File: src/rtl/bus_out_arbiter.sv
// bus_out_arbiter: round-robin one-hot bus source select with turnaround.
// Optional hold-limit revoke enabled by defining ARB_TIMEOUT_EN.
module bus_out_arbiter #(
  parameter int N        = 24,
  parameter int MAX_HOLD = 8
) (
  input  logic                 clock,
  input  logic                 clear,
  input  logic [N-1:0]         req,
  output logic [N-1:0]         grant,
  output logic [$clog2(N)-1:0] grant_id,
  output logic                 busy,
  output logic                 timeout
);

  localparam int IW = $clog2(N);
  localparam logic [IW:0] NW = (IW+1)'(N);

  typedef enum logic [1:0] {
    IDLE,
    GRANT,
    TURN
  } state_t;

  state_t state, state_n;

  logic [N-1:0]  grant_n;
  logic [IW-1:0] gid_n;
  logic          busy_n;
  logic [IW-1:0] ptr, ptr_n;
  logic [IW-1:0] win;
  logic          found;
  logic [IW:0]   win_inc;

  // An out-of-range MAX_HOLD shows up as this block in the hierarchy.
  if (MAX_HOLD < 2 || MAX_HOLD > 256) begin : g_max_hold_out_of_range
  end

`ifdef ARB_TIMEOUT_EN
  localparam int HW = $clog2(MAX_HOLD);
  localparam logic [HW-1:0] HMAX = HW'(MAX_HOLD - 1);

  logic [HW-1:0] hold_cnt, hold_n;
  logic          to_q, to_n;
  logic          others;

  assign others  = |(req & ~grant);
  assign timeout = to_q;
`else
  assign timeout = 1'b0;
`endif

  // Round-robin search: first set request at or above ptr, wrapping.
  always_comb begin
    logic [IW:0] sum;
    logic [IW-1:0] idx;
    win   = '0;
    found = 1'b0;
    sum   = '0;
    idx   = '0;
    for (int i = 0; i < N; i++) begin
      sum = {1'b0, ptr} + (IW+1)'(i);
      if (sum >= NW) begin
        sum = sum - NW;
      end
      idx = sum[IW-1:0];
      if (!found && req[idx]) begin
        found = 1'b1;
        win   = idx;
      end
    end
  end

  // Pointer value after the winner, wrapping N-1 back to 0.
  always_comb begin
    win_inc = {1'b0, win} + (IW+1)'(1);
    if (win_inc == NW) begin
      win_inc = '0;
    end
  end

  // Next state and next registered outputs.
  always_comb begin
    state_n = state;
    grant_n = grant;
    gid_n   = grant_id;
    busy_n  = busy;
    ptr_n   = ptr;
`ifdef ARB_TIMEOUT_EN
    hold_n  = hold_cnt;
    to_n    = 1'b0;
`endif
    unique case (state)
      IDLE: begin
        if (found) begin
          state_n = GRANT;
          grant_n = {{(N-1){1'b0}}, 1'b1} << win;
          gid_n   = win;
          busy_n  = 1'b1;
          ptr_n   = win_inc[IW-1:0];
`ifdef ARB_TIMEOUT_EN
          hold_n  = '0;
`endif
        end
      end
      GRANT: begin
        if (!req[grant_id]) begin
          state_n = TURN;
          grant_n = '0;
          busy_n  = 1'b0;
`ifdef ARB_TIMEOUT_EN
        end else if (hold_cnt == HMAX && others) begin
          state_n = TURN;
          grant_n = '0;
          busy_n  = 1'b0;
          to_n    = 1'b1;
        end else if (hold_cnt != HMAX) begin
          hold_n  = hold_cnt + HW'(1);
`endif
        end
      end
      TURN: begin
        state_n = IDLE;
      end
      default: begin
        state_n = IDLE;
        grant_n = '0;
        busy_n  = 1'b0;
      end
    endcase
  end

  // State and output registers; clear drops any grant at once.
  always_ff @(posedge clock) begin
    if (clear) begin
      state    <= IDLE;
      grant    <= '0;
      grant_id <= '0;
      busy     <= 1'b0;
      ptr      <= '0;
`ifdef ARB_TIMEOUT_EN
      hold_cnt <= '0;
      to_q     <= 1'b0;
`endif
    end else begin
      state    <= state_n;
      grant    <= grant_n;
      grant_id <= gid_n;
      busy     <= busy_n;
      ptr      <= ptr_n;
`ifdef ARB_TIMEOUT_EN
      hold_cnt <= hold_n;
      to_q     <= to_n;
`endif
    end
  end

  // Grant is never more than one-hot and busy mirrors it.
  always @(posedge clock) begin
    if (!clear) begin
      assert ($onehot0(grant));
      assert (busy == (|grant));
    end
  end

endmodule
File: config.mk
export PLATFORM = sky130hd
export DESIGN_NAME = bus_out_arbiter
export DESIGN_NICKNAME = d
export VERILOG_FILES = /design/src/rtl/bus_out_arbiter.sv
export SDC_FILE = /design/constraint.sdc
export NUM_CORES = 1
export LEC_CHECK = 0
export ABC_AREA = 1
export CORE_ASPECT_RATIO = 1.1
export CORE_MARGIN = 1
export CORE_UTILIZATION = 65
export DETAILED_ROUTE_END_ITERATION = 6
export GPL_TIMING_DRIVEN = 0
export PLACE_DENSITY = 0.95
export RECOVER_POWER = 50
export SKIP_LAST_GASP = 1
export SYNTH_ARGS = -nofsm -noshare
export SYNTH_HDL_FRONTEND = slang
export SYNTH_SLANG_ARGS = --single-unit
export TNS_END_PERCENT = 10
File: constraint.sdc
create_clock -name clock -period 6.9 [get_ports clock]
set_input_delay 1.035 -clock clock [delete_from_list [all_inputs] [get_ports clock]]
set_output_delay 1.035 -clock clock [all_outputs]
set_load 0.005 [all_outputs]
### Word level (Yosys, flattened, before mapping)

Index checks and enable logic that the tools add are counted.

* output and inout port bits: 31
* register bits: 37
* logic and storage cells: 291

* $lt $le $gt $ge: 49
* bitwise operators: 1
* add/subtract/negate cells: 48
* shifts and indexed selects: 1
* reduce and logical (&&, ||, !) cells: 50
* eq/ne operators: 5
* muxes and demuxes: 132

Operator list (count)
* 2-to-1 mux 5 bit: 49
* less-than comparator 5 x 6 -> 1 bit (second input constant): 25
* greater-or-equal comparator 6 x 5 -> 1 bit (second input constant): 23
* binary-select mux 1 bit (select 5 bit): 25
* subtractor 5 bit (second input constant): 24
* one-hot mux 24 bit (3 select lines): 1
* 2-to-1 mux 1 bit: 51
* adder 5 x 4 -> 6 bit (second input constant): 8
* adder 5 x 5 -> 6 bit (second input constant): 8
* 2-to-1 mux 24 bit: 2
* adder 5 x 3 -> 6 bit (second input constant): 4
* << shifter 1 x 5 -> 24 bit (first input constant): 1
* logical AND 1 bit: 23
* logical NOT 1 bit: 23
* adder 5 x 1 -> 6 bit (second input constant): 2
* adder 5 x 2 -> 6 bit (second input constant): 2
* == test 6 x 5 -> 1 bit (second input constant): 1
* greater-or-equal comparator 5 bit (second input constant): 1
* 2-to-1 mux 2 bit: 2
* inequality test 2 bit (second input constant): 2
* one-hot mux 2 bit (2 select lines): 1
* AND reduction 2 bit: 2
* one-hot mux 1 bit (3 select lines): 1
* AND reduction 3 bit: 1
* 4 further kinds: 4

### Longest topological paths before layout

* depth in word-level cells: 77
* mapped depth: 44
* gate-level depth less buffers: 41

### Worst setup path after synthesis

Ideal clock, no wire load.

* path type: register to register
* start: register ptr[3]
* end: register ptr[4]
* data arrival time: 4518 ps
* required time: 6769 ps
* library setup time: 131 ps
* stages on the path, launching flop included: 36
* clock period less this slack: 4649 ps
* path slack: 2251 ps
* cell sequence: dfxtp_1 > inv_4 > ha_1 > inv_1 > o21ai_1 > xor2_1 > inv_1 > ha_1 > a31oi_1 > o21ai_1 > inv_1 > nand2_1 > o21ai_2 > nand2_1 > nand3_1 > nand2_1 > inv_1 > nand4_1 > nor2_2 > nand4_2 > nor2_4 > nand4_4 > nor2_8 > nand2_2 > nor2_4 > nand3_2 > nor2_2 > nor2_2 > ha_1 > ha_1 > nor2_1 > inv_1 > a21oi_2 > nand2_2 > nand2_1 > a21oi_2

* cells in the longest elaborated chain, start to end: 77
* elaborated cells between the ends (all ways): 241
* classes of those cells: add/sub (48); order compare (24); eq/ne (1); mux (121); reduce/logical (47)

Ends and longest elaborated chain
* start, declared: line 30 `logic [IW-1:0] ptr, ptr_n;`
* start signal, assigned: line 150 `ptr <= ptr_n;`
* branches (longest 73 deep; another with adder 5 x 1 -> 6 bit)
* 2-to-1 mux 5 bit (*): line 67 `if (!found && req[idx]) begin`
* net win[1]: line 31 `logic [IW-1:0] win;`
* adder 5 x 1 -> 6 bit (*): line 76 `win_inc = {1'b0, win} + (IW+1)'(1);`
* == test 6 x 5 -> 1 bit: line 77 `if (win_inc == NW) begin`
* 2-to-1 mux 5 bit (*): line 77

Mark *: on every way through the listed nets, which the timed path passes. The select of a mux whose other input is x is not followed.
A chain may end at the register's enable or synchronous reset.

### Worst setup path in the final report

* start: register ptr[2]
* end: register ptr[0]

* cells in the longest elaborated chain, start to end: 77
* elaborated cells between the ends (all ways): 241
* classes of those cells: add/sub (48); order compare (24); eq/ne (1); mux (121); reduce/logical (47)

Ends and longest elaborated chain (line)
* branches (longest 73 deep; another with adder 5 x 1 -> 6 bit)
* 2-to-1 mux 5 bit (*): 67
* net win[1]: 31
* adder 5 x 1 -> 6 bit (*): 76
* == test 6 x 5 -> 1 bit (*): 77
* 2-to-1 mux 5 bit (*): 77

Marked as above.

==> metrics <==
Yosys top cell by area nand2_1; Post-Synth XOR/XNOR Area 1.95%; worst-skew pair later-pin latency 0.29 ns; maximum vdd drop 0.000365 V; Tcrit/Tclk final 87.9%; Worst path most repeated cell nand2_1; Critical Path Sink ptr[0]$_SDFFE_PP0P_; RSZ-0062 raised after global routing false; sequential fraction of the synthesis area 11.0%; FF-to-FF End ptr[0]$_SDFFE_PP0P_; hold bufs inserted after CTS 0; vias in the first global route 7,928; Post-Synth Adder-Cell Area 5.39%; via density per instance 6.18; # diodes 0; clock slew seen by the registers of the worst setup and hold paths 0.08 ns; met3 WL 3.21 mm; Final Instance Area 0.00751 mm²; largest net degree at the start of global routing 15; FF-to-FF setup slack 0.83 ns; fin worst setup slack 0.835 ns; Fillers 876; syn avg cell area 5.48 µm²; sw frac 66.4%; Tmin final 6.07 ns; Power Density 539 mW/mm²; CP peak stage delay 0.52 ns; post-synthesis mux area share 0.149%; first-pass GRT wire length 38.6 mm; Register-to-Register Path Depth 35; top-area cell type share of the netlist area 23.1%; final WL 24.3 mm; die span in y 109 µm; Final Max Slew Viols 0; area delta synth->final 11.5%; WP data arrival 6.22 ns; combinational share of power 88.4%; worst r2r src ptr[2]$_SDFFE_PP0P_; Setup TNS Final 0 ns; FMAX 165 MHz; maxcap violations 0; # Post-CTS Setup Buffers 0; Hold Violations, Final 0; compound-gate portion of the synthesized area 15.1%; clock tree sinks 37; Slew @ Worst Pin 0.801 ns; Yosys warnings 0; initial core utilization 67.5%; # setup viols final 0; Lkg Pwr 3.84 nW; Max clock buf depth 2; detailed-route via count 8,724; Top Metal Used met4; Post-synth ARST share 0%; Area contributors post-synth nand2_1, nand3_1, dfxtp_1; detailed placement HPWL 19.2 mm; initial antenna violation count 0; chip width 99.1 µm; Post-synth EDFFs 0; routed wl met2 10.7 mm; Final nets 1,345; die area 0.0108 mm²; CTS root buf clkbuf_8; Clk pwr share 3.9%; num rows 38; worst setup path startpoint ptr[2]$_SDFFE_PP0P_; Post-Syn Nets 1,284; share of cells above drive strength 1 10.5%; I/O pins 57; Worst Skew 0.00629 ns; P_sw 2.69 mW; # DRC 0; slew margin rel. 46.1%; Critical Path Start Type flop; total track usage 45.5%; total CTS buffers 5; Hold Path Class reg2reg; drt wl/cell 17.2 µm; post-cts resize count 0; worst slack, placed 1.20 ns; first drt pass iteration count 6; critical path fanouts, max 14; Seq pwr share 7.7%; WS Path Type reg2reg; Final ANT Viol Nets 0; CTS tree built; Iter 0 DRT Violations 1,110; outcome finished clean; mapped cell area 0.00674 mm²; internal cell power 1.36 mW; remaining global-route overflow 0; placed cell area 0.00743 mm²; Critical Path Sink Type flop; Routability Congestion 1.10; Yosys reg bits 37; IO buf count 54; WP data required 7.06 ns; largest family of logic cells by synthesized area simple AND/OR/NAND/NOR gates; floorplan core area 0.00998 mm²; synth unique cells 58; Post-Synth Simple-Gate Area 53.3%; met1 wire length 8.68 mm; Most used DFF post-synth dfxtp_1; Critical-path top delay cell dfxtp_1; cells after synthesis 1,229; H-tree depth 2
==> cell type report <==
| cell class | count | area, µm² | share of cell area [%] |
|---|---|---|---|
| Timing Repair Buffer | 54 | 541 | 7.20 |
| Clock buffer | 5 | 68.8 | 0.917 |
| Sequential cell | 37 | 741 | 9.87 |
| Multi-Input combinational cell | 1001 | 5110 | 68.1 |
| Buffer | 39 | 294 | 3.92 |
| Inverter | 152 | 582 | 7.75 |
| Clock inverter | 3 | 21.3 | 0.283 |
| Tap cell | 120 | 150 | 2.00 |
==> flip-flops by register name, indices dropped and copies added (netlist names) <==
register  flops
grant        24
state         2
ptr           5
busy          1
grant_id      5
==> worst min path at each step <==
stage,from,endpoint,cells past startpoint
2_1_floorplan,busy$_SDFFE_PP0P_,busy$_SDFFE_PP0P_,2
3_3_place_gp,grant[22]$_SDFFE_PP0P_,grant[22]$_SDFFE_PP0P_,2
3_5_place_dp,busy$_SDFFE_PP0P_,busy$_SDFFE_PP0P_,2
4_1_cts,grant[13]$_SDFFE_PP0P_,grant[13]$_SDFFE_PP0P_,2
5_1_grt,grant[2]$_SDFFE_PP0P_,grant[2]$_SDFFE_PP0P_,2
6_report,grant[13]$_SDFFE_PP0P_,grant[13]$_SDFFE_PP0P_,2
==> worst max-delay path: cells and delay by family (launching register included) <==
kind	cells	cell delay, ns
flops	1	0.52
simple gates	24	3.05
buf+inv	6	1.30
compound gates	2	0.18
fa+ha+maj	3	0.88
==> stage by stage <==
step	hold WS, ns	util [%]	instances	total power [mW]
2_1_floorplan	0.456	-	1229	2.77
4_1_cts	0.468	75.3	1411	3.89
3_3_place_gp	0.453	74.4	1403	3.64
6_report	0.467	75.2	1411	4.05
5_1_grt	0.486	75.2	1411	4.33
3_5_place_dp	0.455	74.4	1403	3.72
==> cell families (layout without fill, tap and decap cells) <==
logic type                 Yosys count  in the layout
AOI/OAI and AO/OA                  173            173
xor gates and xnor gates            12             12
adders and majority gates           29             29
buffers and inverters              191            253
DFF                                 37             37
muxes                                1              1
other                                1              1
and+or+nand+nor                    785            785
==> layout by cell type, fill, tap and decap left out, types with 6 or more instances in the layout <==
master / synthesis / layout
a21oi_1: 46 / 46
a31oi_1: 9 / 9
buf_2: 10 / 10
buf_4: 6 / 6
buf_6: 15 / 15
clkbuf_1: 8 / 8
clkdlybuf4s50_1: 0 / 24
dfxtp_1: 37 / 37
dlygate4sd3_1: 0 / 30
ha_1: 29 / 29
inv_1: 127 / 127
inv_2: 15 / 15
nand2_1: 415 / 415
nand2_2: 23 / 23
nand2_4: 6 / 6
nand3_1: 154 / 154
nand3_2: 11 / 11
nand4_1: 30 / 31
nor2_1: 104 / 105
nor2_2: 11 / 10
o21a_1: 7 / 7
o21ai_0: 58 / 58
o21ai_1: 15 / 15
xor2_1: 9 / 9
==> power groups by stage <==
stage | clock network, mW | registers, mW | logic (mW)
floorplan | 0 | 0.301 | 2.47
global placement | 0 | 0.313 | 3.33
detailed placement | 0 | 0.315 | 3.40
CTS | 0.155 | 0.311 | 3.42
global route | 0.165 | 0.315 | 3.85
finish | 0.158 | 0.313 | 3.58
==> cells in the mapped netlist, types with 2 or more instances <==
cell       count
nor4_1         2
nand4_1       30
o21a_1         7
o211ai_1       5
xor2_1         9
clkbuf_1       8
nand2_4        6
a31oi_1        9
dfxtp_1       37
nor3_1         5
o21ai_2        5
nor3_2         2
a32oi_1        3
buf_4          6
a21oi_2        3
a21oi_1       46
nor3b_2        2
a22oi_1        4
o2111ai_1      2
nor2_4         5
nor2_2        11
o31ai_1        4
nand3_2       11
inv_4          4
and2_1         3
o22ai_1        3
nand2_2       23
o21ai_1       15
ha_1          29
buf_2         10
inv_1        127
nand3_1      154
nand3b_1       3
o21ai_0       58
inv_2         15
a211oi_1       2
nand4_2        3
nor2_1       104
nand2_1      415
clkinv_1       5
o221ai_1       3
buf_6         15
==> per-layer routing <==
metal  global-route usage, %  vias up
met1                    53.9     3828
met3                    9.29      138
met4                    30.8        0
li1                        -     4143
met5                       0        -
met2                    74.7      615
No activity file was read; power rests on OpenSTA's default activity.
